===== config.mk =====
export PLATFORM = sky130hd
export DESIGN_NAME = seg7_multi_display
export DESIGN_NICKNAME = d
export VERILOG_FILES = /design/src/rtl/seg7_multi_display.sv
export SDC_FILE = /design/constraint.sdc
export NUM_CORES = 1
export LEC_CHECK = 0
export BUFFER_PORTS_ARGS = -buffer_cell sky130_fd_sc_hd__buf_2
export CORE_MARGIN = 2
export CORE_UTILIZATION = 55
export CTS_BUF_LIST = sky130_fd_sc_hd__clkbuf_8
export DETAILED_ROUTE_END_ITERATION = 6
export GPL_ROUTABILITY_DRIVEN = 0
export MAX_ROUTING_LAYER = met4
export PLACE_DENSITY = 0.76
export SETUP_SLACK_MARGIN = 0.2
export SLEW_MARGIN = 10
export SYNTH_ARGS = -nofsm -noshare
export SYNTH_HDL_FRONTEND = slang
export SYNTH_SLANG_ARGS = --single-unit

===== constraint.sdc =====
create_clock -name clk -period 5.5 [get_ports clk]
set_input_delay 0.55 -clock clk [delete_from_list [all_inputs] [get_ports clk]]
set_output_delay 0.55 -clock clk [all_outputs]
set_load 0.005 [all_outputs]

===== src/rtl/seg7_multi_display.sv =====
// seg7_multi_display
//   N-digit active-low 7-segment driver for the DE10-Lite HEX displays.
//   A value is captured through a load handshake and shown either in hex
//   (one nibble per digit) or in unsigned decimal. Decimal conversion is a
//   sequential double-dabble, one input bit per clock.
//
//   State table:
//     IDLE   | waiting for load; seg holds the last result
//     CONV   | double-dabble, DATA_W cycles, one bit shifted per cycle
//     ENCODE | one cycle; seg/ovf written, done pulsed, busy dropped
//
//   Optional build macro: SEG7_LZ_BLANK_EN
//     defined   -> leading-zero digits are blanked (digit 0 always shown)
//     undefined -> every digit always shows a glyph
//
//   Ports:
//     clk      in   system clock, rising edge
//     rst      in   asynchronous reset, active high
//     load     in   capture value/mode/dp_mask (ignored while busy)
//     value    in   [DATA_W-1:0] number to display
//     mode     in   0 = hex, 1 = unsigned decimal
//     dp_mask  in   [NUM_DIGITS-1:0] per-digit decimal point enable
//     seg      out  [8*NUM_DIGITS-1:0] {dp,g,f,e,d,c,b,a} per digit, active low
//     busy     out  a load is being processed
//     done     out  one-cycle pulse when seg is written
//     ovf      out  value did not fit; held until next result is written
module seg7_multi_display #(
  parameter int DATA_W     = 16,
  parameter int NUM_DIGITS = 6
) (
  input  logic                    clk,
  input  logic                    rst,
  input  logic                    load,
  input  logic [DATA_W-1:0]       value,
  input  logic                    mode,
  input  logic [NUM_DIGITS-1:0]   dp_mask,
  output logic [8*NUM_DIGITS-1:0] seg,
  output logic                    busy,
  output logic                    done,
  output logic                    ovf
);

  localparam int BCD_W = 4 * NUM_DIGITS;
  localparam int CNT_W = (DATA_W > 1) ? $clog2(DATA_W) : 1;

  typedef enum logic [1:0] {IDLE, CONV, ENCODE} state_t;

  state_t                  state;
  logic [BCD_W-1:0]        bcd;
  logic [DATA_W-1:0]       bin;
  logic [NUM_DIGITS-1:0]   dp_r;
  logic [CNT_W-1:0]        cnt;
  logic                    ovf_pend;

  // Zero-extended value: the low BCD_W bits feed the hex digits, anything
  // above them means the value cannot be shown in NUM_DIGITS hex digits.
  logic [DATA_W+BCD_W-1:0] ext;
  logic                    hex_ovf;
  assign ext     = {{BCD_W{1'b0}}, value};
  assign hex_ovf = |ext[DATA_W+BCD_W-1:BCD_W];

  function automatic logic [7:0] hex_glyph(input logic [3:0] n);
    case (n)
      4'h0: hex_glyph = 8'hC0;  4'h1: hex_glyph = 8'hF9;
      4'h2: hex_glyph = 8'hA4;  4'h3: hex_glyph = 8'hB0;
      4'h4: hex_glyph = 8'h99;  4'h5: hex_glyph = 8'h92;
      4'h6: hex_glyph = 8'h82;  4'h7: hex_glyph = 8'hF8;
      4'h8: hex_glyph = 8'h80;  4'h9: hex_glyph = 8'h90;
      4'hA: hex_glyph = 8'h88;  4'hB: hex_glyph = 8'h83;
      4'hC: hex_glyph = 8'hC6;  4'hD: hex_glyph = 8'hA1;
      4'hE: hex_glyph = 8'h86;  default: hex_glyph = 8'h8E;
    endcase
  endfunction

  // Double-dabble correction step ahead of each shift.
  logic [BCD_W-1:0] bcd_adj;
  always_comb begin
    bcd_adj = bcd;
    for (int i = 0; i < NUM_DIGITS; i++) begin
      if (bcd[4*i +: 4] >= 4'd5) bcd_adj[4*i +: 4] = bcd[4*i +: 4] + 4'd3;
    end
  end

  // Glyph encoding; bcd holds either the hex nibbles or the decimal digits.
  logic [8*NUM_DIGITS-1:0] seg_next;
  logic [7:0]              glyph;
  logic [3:0]              nib;
`ifdef SEG7_LZ_BLANK_EN
  logic                    lead;
`endif
  always_comb begin
    seg_next = '1;
    glyph    = 8'hFF;
    nib      = 4'h0;
`ifdef SEG7_LZ_BLANK_EN
    lead     = 1'b1;
`endif
    // Walk from the top digit so the leading-zero flag can propagate down.
    for (int i = NUM_DIGITS - 1; i >= 0; i--) begin
      nib = bcd[4*i +: 4];
      if (ovf_pend) begin
        glyph = 8'hBF;
      end else begin
        glyph = hex_glyph(nib);
`ifdef SEG7_LZ_BLANK_EN
        if (lead && (nib == 4'h0) && (i != 0)) glyph = 8'hFF;
        if (nib != 4'h0) lead = 1'b0;
`endif
      end
      if (dp_r[i]) glyph[7] = 1'b0;
      seg_next[8*i +: 8] = glyph;
    end
  end

  always_ff @(posedge clk or posedge rst) begin
    if (rst) begin
      state    <= IDLE;
      bcd      <= '0;
      bin      <= '0;
      dp_r     <= '0;
      cnt      <= '0;
      ovf_pend <= 1'b0;
      seg      <= '1;
      busy     <= 1'b0;
      done     <= 1'b0;
      ovf      <= 1'b0;
    end else begin
      done <= 1'b0;
      case (state)
        IDLE: begin
          if (load) begin
            dp_r <= dp_mask;
            busy <= 1'b1;
            if (mode) begin
              bcd      <= '0;
              bin      <= value;
              ovf_pend <= 1'b0;
              cnt      <= CNT_W'(DATA_W - 1);
              state    <= CONV;
            end else begin
              bcd      <= ext[BCD_W-1:0];
              ovf_pend <= hex_ovf;
              state    <= ENCODE;
            end
          end
        end
        CONV: begin
          bcd <= {bcd_adj[BCD_W-2:0], bin[DATA_W-1]};
          bin <= bin << 1;
          // A carry out of the top BCD digit means more digits were needed.
          if (bcd_adj[BCD_W-1]) ovf_pend <= 1'b1;
          cnt <= cnt - CNT_W'(1);
          if (cnt == '0) state <= ENCODE;
        end
        ENCODE: begin
          seg   <= seg_next;
          ovf   <= ovf_pend;
          done  <= 1'b1;
          busy  <= 1'b0;
          state <= IDLE;
        end
        default: state <= IDLE;
      endcase
    end
  end

endmodule


# After elaboration in Yosys (flattened, before gate mapping)
# Memories as Yosys holds them, arrays and structs flattened.
# Cells that the tools add are included.
[totals] mem_bits_rw=0 output_inout_bits=51 mem_count=6 mem_bits_ro=672 word_cells=82 input_bits=26 latchBits=0 regBits=104
[classes] bitwise=0 n_reduce_logical=10 n_eq_ne=6 magnitude_cmp=6 div_mod_pow=0 n_shift=0 addsub=7 muxes=37 mul=0
[mem_list] name="(no name shown)" depth=16 width=7 rd=1 rd_ports_with_merged_regs=0 wr=0 line="63" source="case (n)"
[mem_list] name="(no name shown)" depth=16 width=7 rd=1 rd_ports_with_merged_regs=0 wr=0 line="63"
[mem_list] name="(no name shown)" depth=16 width=7 rd=1 rd_ports_with_merged_regs=0 wr=0 line="63"
[mem_list] name="(no name shown)" depth=16 width=7 rd=1 rd_ports_with_merged_regs=0 wr=0 line="63"
[mem_list] name="(no name shown)" depth=16 width=7 rd=1 rd_ports_with_merged_regs=0 wr=0 line="63"
[mem_list] name="(no name shown)" depth=16 width=7 rd=1 rd_ports_with_merged_regs=0 wr=0 line="63"
[ops] cell="$mux 16" count=3
[ops] cell="$mux 8" count=6
[ops] cell="$pmux 24 s2" count=1
[ops] cell="$mux 4" count=8
[ops] cell="$pmux 16 s2" count=1
[ops] cell="$add 4x2->4 const B" count=6
[ops] cell="$ge 4x3->1 const B" count=6
[ops] cell="$mux 24" count=1
[ops] cell="$mux 1" count=10
[ops] cell="$ne 2x2->1 const B" count=4
[ops] cell="$pmux 4 s2" count=1
[ops] cell="$reduce_and 2->1" count=4
[ops] cell="$mux 2" count=3
[ops] cell="$reduce_and 3->1" count=2
[ops] cell="$logic_not 4->1" count=1
[ops] cell="$pmux 1 s2" count=2
[ops] cell="$pmux 2 s2" count=1
[ops] cell="$reduce_bool 2->1" count=2
[ops] cell="$sub 4x1->4 const B" count=1
[ops] cell="$eq 2x1->1 const B" count=1
[ops] cell="$eq 2x2->1 const B" count=1
[ops] cell="$logic_not 2->1" count=1

# Longest topological paths before layout
[logic_depth] word_depth=4 ltp_mapped=6

# Worst setup path before layout
# Ideal clock, no wire load.
[synth_path] kind="register to register" start="register bcd[13]" end="register bcd[14]" slack_ps=3950 path_buffers=0 required_ps=5370 setup_time_ps=130 t_arrival_ps=1420 path_stages_with_launch=7 cell_sequence="dfrtp_1 -> inv_1 -> ha_1 -> nand2b_1 -> a21oi_1 -> mux2i_1 -> o21ai_0"
[synth_via] elab_chain_len=3
[synth_lines] element="start, declared" line="49" source="logic [BCD_W-1:0] bcd;"
[synth_lines] element="start signal, assigned" line="141" source="bcd <= ext[BCD_W-1:0];"
[synth_lines] element="start signal, assigned" line="148" source="bcd <= {bcd_adj[BCD_W-2:0], bin[DATA_W-1]};"
[synth_lines] element="$add 4x2->4 or $ge 4x3->1 (tied branches)" line="80" source="if (bcd[4*i +: 4] >= 4'd5) bcd_adj[4*i +: 4] = bcd[4*i +: 4] + 4'd3;"
[synth_lines] element="$mux 4 (*)" line="80"
[synth_lines] element="$pmux 24 s2 (*)" line="129" source="case (state)"
# Mark *: on every way between the ends. The rest lies on a longest branch, timed or not.
# A chain may end at the register's enable or synchronous reset.

# Worst setup path after layout
[layout_path] start="register state[0]" end="register seg[35]"
[layout_via] elab_chain_len=1
[layout_lines] element="start, declared" line="48" source="state_t state;"
[layout_lines] element="start signal, assigned" line="117" source="state <= IDLE;"
[layout_lines] element="start signal, assigned" line="139" source="state <= CONV;"
[layout_lines] element="start signal, assigned" line="143" source="state <= ENCODE;"
[layout_lines] element="$eq 2x2->1" line="129"
[layout_lines] element="end signal, assigned" line="156" source="seg <= seg_next;"
[layout_lines] element="end, declared" line="37" source="output logic [8*NUM_DIGITS-1:0] seg,"
# No other way between the ends.

==> run summary <==
status -> finished, final reports clean
row cnt -> 38
RSZ-0062 raised after global routing -> false
H-tree Lvls -> 3
Hold Buf Count CTS -> 0
post-synthesis cell count -> 644
largest net degree at the start of global routing -> 90
Yosys cell types -> 45
setup TNS -> 0 ns
Static Leak -> 2.89 nW
Via Count -> 4746
skew final -> 0.0107 ns
CTS resizes -> 0
Crit path max-delay family -> buffers and inverters
vias in the first global route -> 4452
drt pass-1 iters -> 5
most frequent cells after synthesis -> 98 x nand2_1, 66 x nor2_1, 56 x dfrtp_1, 48 x dfstp_2, 39 x o21ai_0
first-pass GRT wire length -> 21900 um
Power Dens Cells -> 640 nW/um^2
initial core utilization -> 0.559
cell taking the most area after synthesis -> dfrtp_1
most numerous cell in the Yosys netlist -> nand2_1
endpoints failing setup -> 0
Worst Setup End Kind -> flop
total power -> 4.20 mW
GRT Util Overall -> 0.244
peak supply drop -> 0.000258 V
Worst Path Buf+Inv -> 3
clock sink count -> 104
Remaining Overflow, GRT -> 0
crit share post-route -> 0.407
worst-path cell chain -> nand2b_1 > buf_4 > inv_1 > buf_4 > nand2b_1 > o22a_1
post-route ant nets -> 0
IO Pins -> 77
die area -> 11700 um^2
post-DP HPWL -> 9150 um
clock period minus final worst setup slack -> 2.24 ns
worst skew pair latency -> 0.39 ns
Buffers on Ports -> 76
Die W -> 108 um
Clock Path Buffers -> 2
max-slew violations -> 0
number of synthesized register bits -> 104
CP Max Fanout -> 49
layout cell share with drive strength beyond 1 -> 0.236
initial antenna violation count -> 0
net count reported at finish -> 752
Synth Area per Inst -> 9.28 um^2
final WL -> 13300 um
Top FF cell, synth -> dfrtp_1
post-CTS setup buffers -> 0
Core Region -> 10700 um^2
Post-Place Setup Slack -> 3.29 ns
Post-Syn Area -> 5980 um^2
largest cells by area after synthesis -> dfrtp_1 23%, dfstp_2 21%, ha_1 7.7%
DR iter-0 viols -> 293
worst setup margin -> 3.26 ns
Slowest Stage Delay on Critical Path -> 0.47 ns
CTS tree -> yes
Syn Nets -> 707
top cell type's share of synthesized area -> 0.235
Final Util -> 0.613
Worst Tran Pin Value -> 1.16 ns
synthesis-to-finish area growth -> 9.74%
maximum clock frequency -> 447 MHz
HP Class -> input pin to asynchronous set/reset pin
Via-to-Cell Ratio -> 5.69
TritonCTS buffer count -> 9
crit path max-delay cell type -> dfrtp_1
CP required -> 5.82 ns
Clock Tree Root -> clkbuf_8
Remaining DRCs -> 0
count of final hold-check violations -> 0
die height -> 108 um
CP Data Arrival Time -> 2.56 ns
Post-synth EDFFs -> 0
async set-reset flop share out of synthesis -> 1.00
Crit Path Class -> flop to flop
Seq/Total Area, Yosys -> 0.446
startpoint types -> flop
yosys warns -> 0
# Max-Cap Violations -> 0
clk slew on worst S/H paths -> 0.11 ns
relative slew slack -> 0.228
drt wl/cell -> 15.9 um
diode count -> 0
## cell families (layout without fill, tap and decap cells)
family	Yosys count	count (layout)	share of synthesized area
AOI/OAI and AO/OA	169	169	0.179
xor gates and xnor gates	9	9	0.0132
adders and majority gates	37	37	0.0775
buffers and inverters	77	127	0.0572
DFF	104	104	0.446
muxes	36	36	0.0720
and+or+nand+nor	212	212	0.156
## cell usage in the layout (no fill, tap or decap), types with 2 or more instances in the layout
cell       instances
inv_6              3
clkbuf_8           9
dfstp_2           48
inv_1             27
a22oi_1           12
nand3b_1           6
mux2i_1           25
nand3_1            7
a21oi_1           32
o21ai_1            6
nor2_1            66
a2111oi_0          5
mux4_2             5
o22ai_1            7
a32o_1             2
a211oi_1           3
o22a_1            17
o21ai_0           39
mux2_2             6
ha_1              37
nor3_1             2
xnor2_1            8
a222oi_1           4
buf_4              7
nand2b_1          13
o31ai_1            2
nor2b_1            7
a31oi_1           35
nor2_2             2
nor3b_1            5
nand2_1           98
dfrtp_1           56
buf_2             76
## power by group
part           switching [mW]  internal (mW)  total, mW
sequential              0.433           1.26       1.70
clock                   0.288          0.219      0.508
combinational            1.09          0.905       1.99
## final timing paths
check,start,depth (start not counted),endpoint,slack [ns]
max reg2reg,state[0],6,seg[35],3.26
max in group asynchronous,rst,3,bcd[5],4.10
min,rst,2,bin[7],0.07
min reg2reg,dp_r[5],1,seg[47],0.44
min in group clk,dp_mask[2],3,dp_r[2],0.34
max,state[0],6,seg[35],3.26
## per-layer routing
layer | global-route usage | wire length (um) | vias to the layer above
met5 | - | 0 | -
li1 | - | - | 2329
met1 | 0.335 | 6210 | 2287
met2 | 0.377 | 6270 | 116
met4 | 0.0925 | 204 | 0
met3 | 0.0253 | 590 | 14
## flip-flops by register name, indices dropped and copies added, names as in the netlist
name and count:
state 2, ovf 1, dp_r 6, bcd 24, busy 1, done 1
ovf_pend 1, seg 48, cnt 4, bin 16
## per-stage QoR
step / instance area, um^2 / hold slack, ns / std cells
2_1_floorplan: 5980 / 0.403 / 644
3_3_place_gp: 6350 / 0.416 / 818
3_5_place_dp: 6350 / 0.428 / 818
4_1_cts: 6560 / 0.0665 / 834
5_1_grt: 6560 / 0.0683 / 834
6_report: 6560 / 0.0690 / 834
## final cells by class
cell class / count / area (um^2)
Clock buffer: 9 / 124
Clock inverter: 7 / 83.8
Fill cell: 932 / 4140
Inverter: 28 / 108
Multi-Input combinational cell: 463 / 2970
Sequential cell: 104 / 2660
Tap cell: 140 / 175
Timing Repair Buffer: 83 / 433
(Power assumes the default switching activity.)
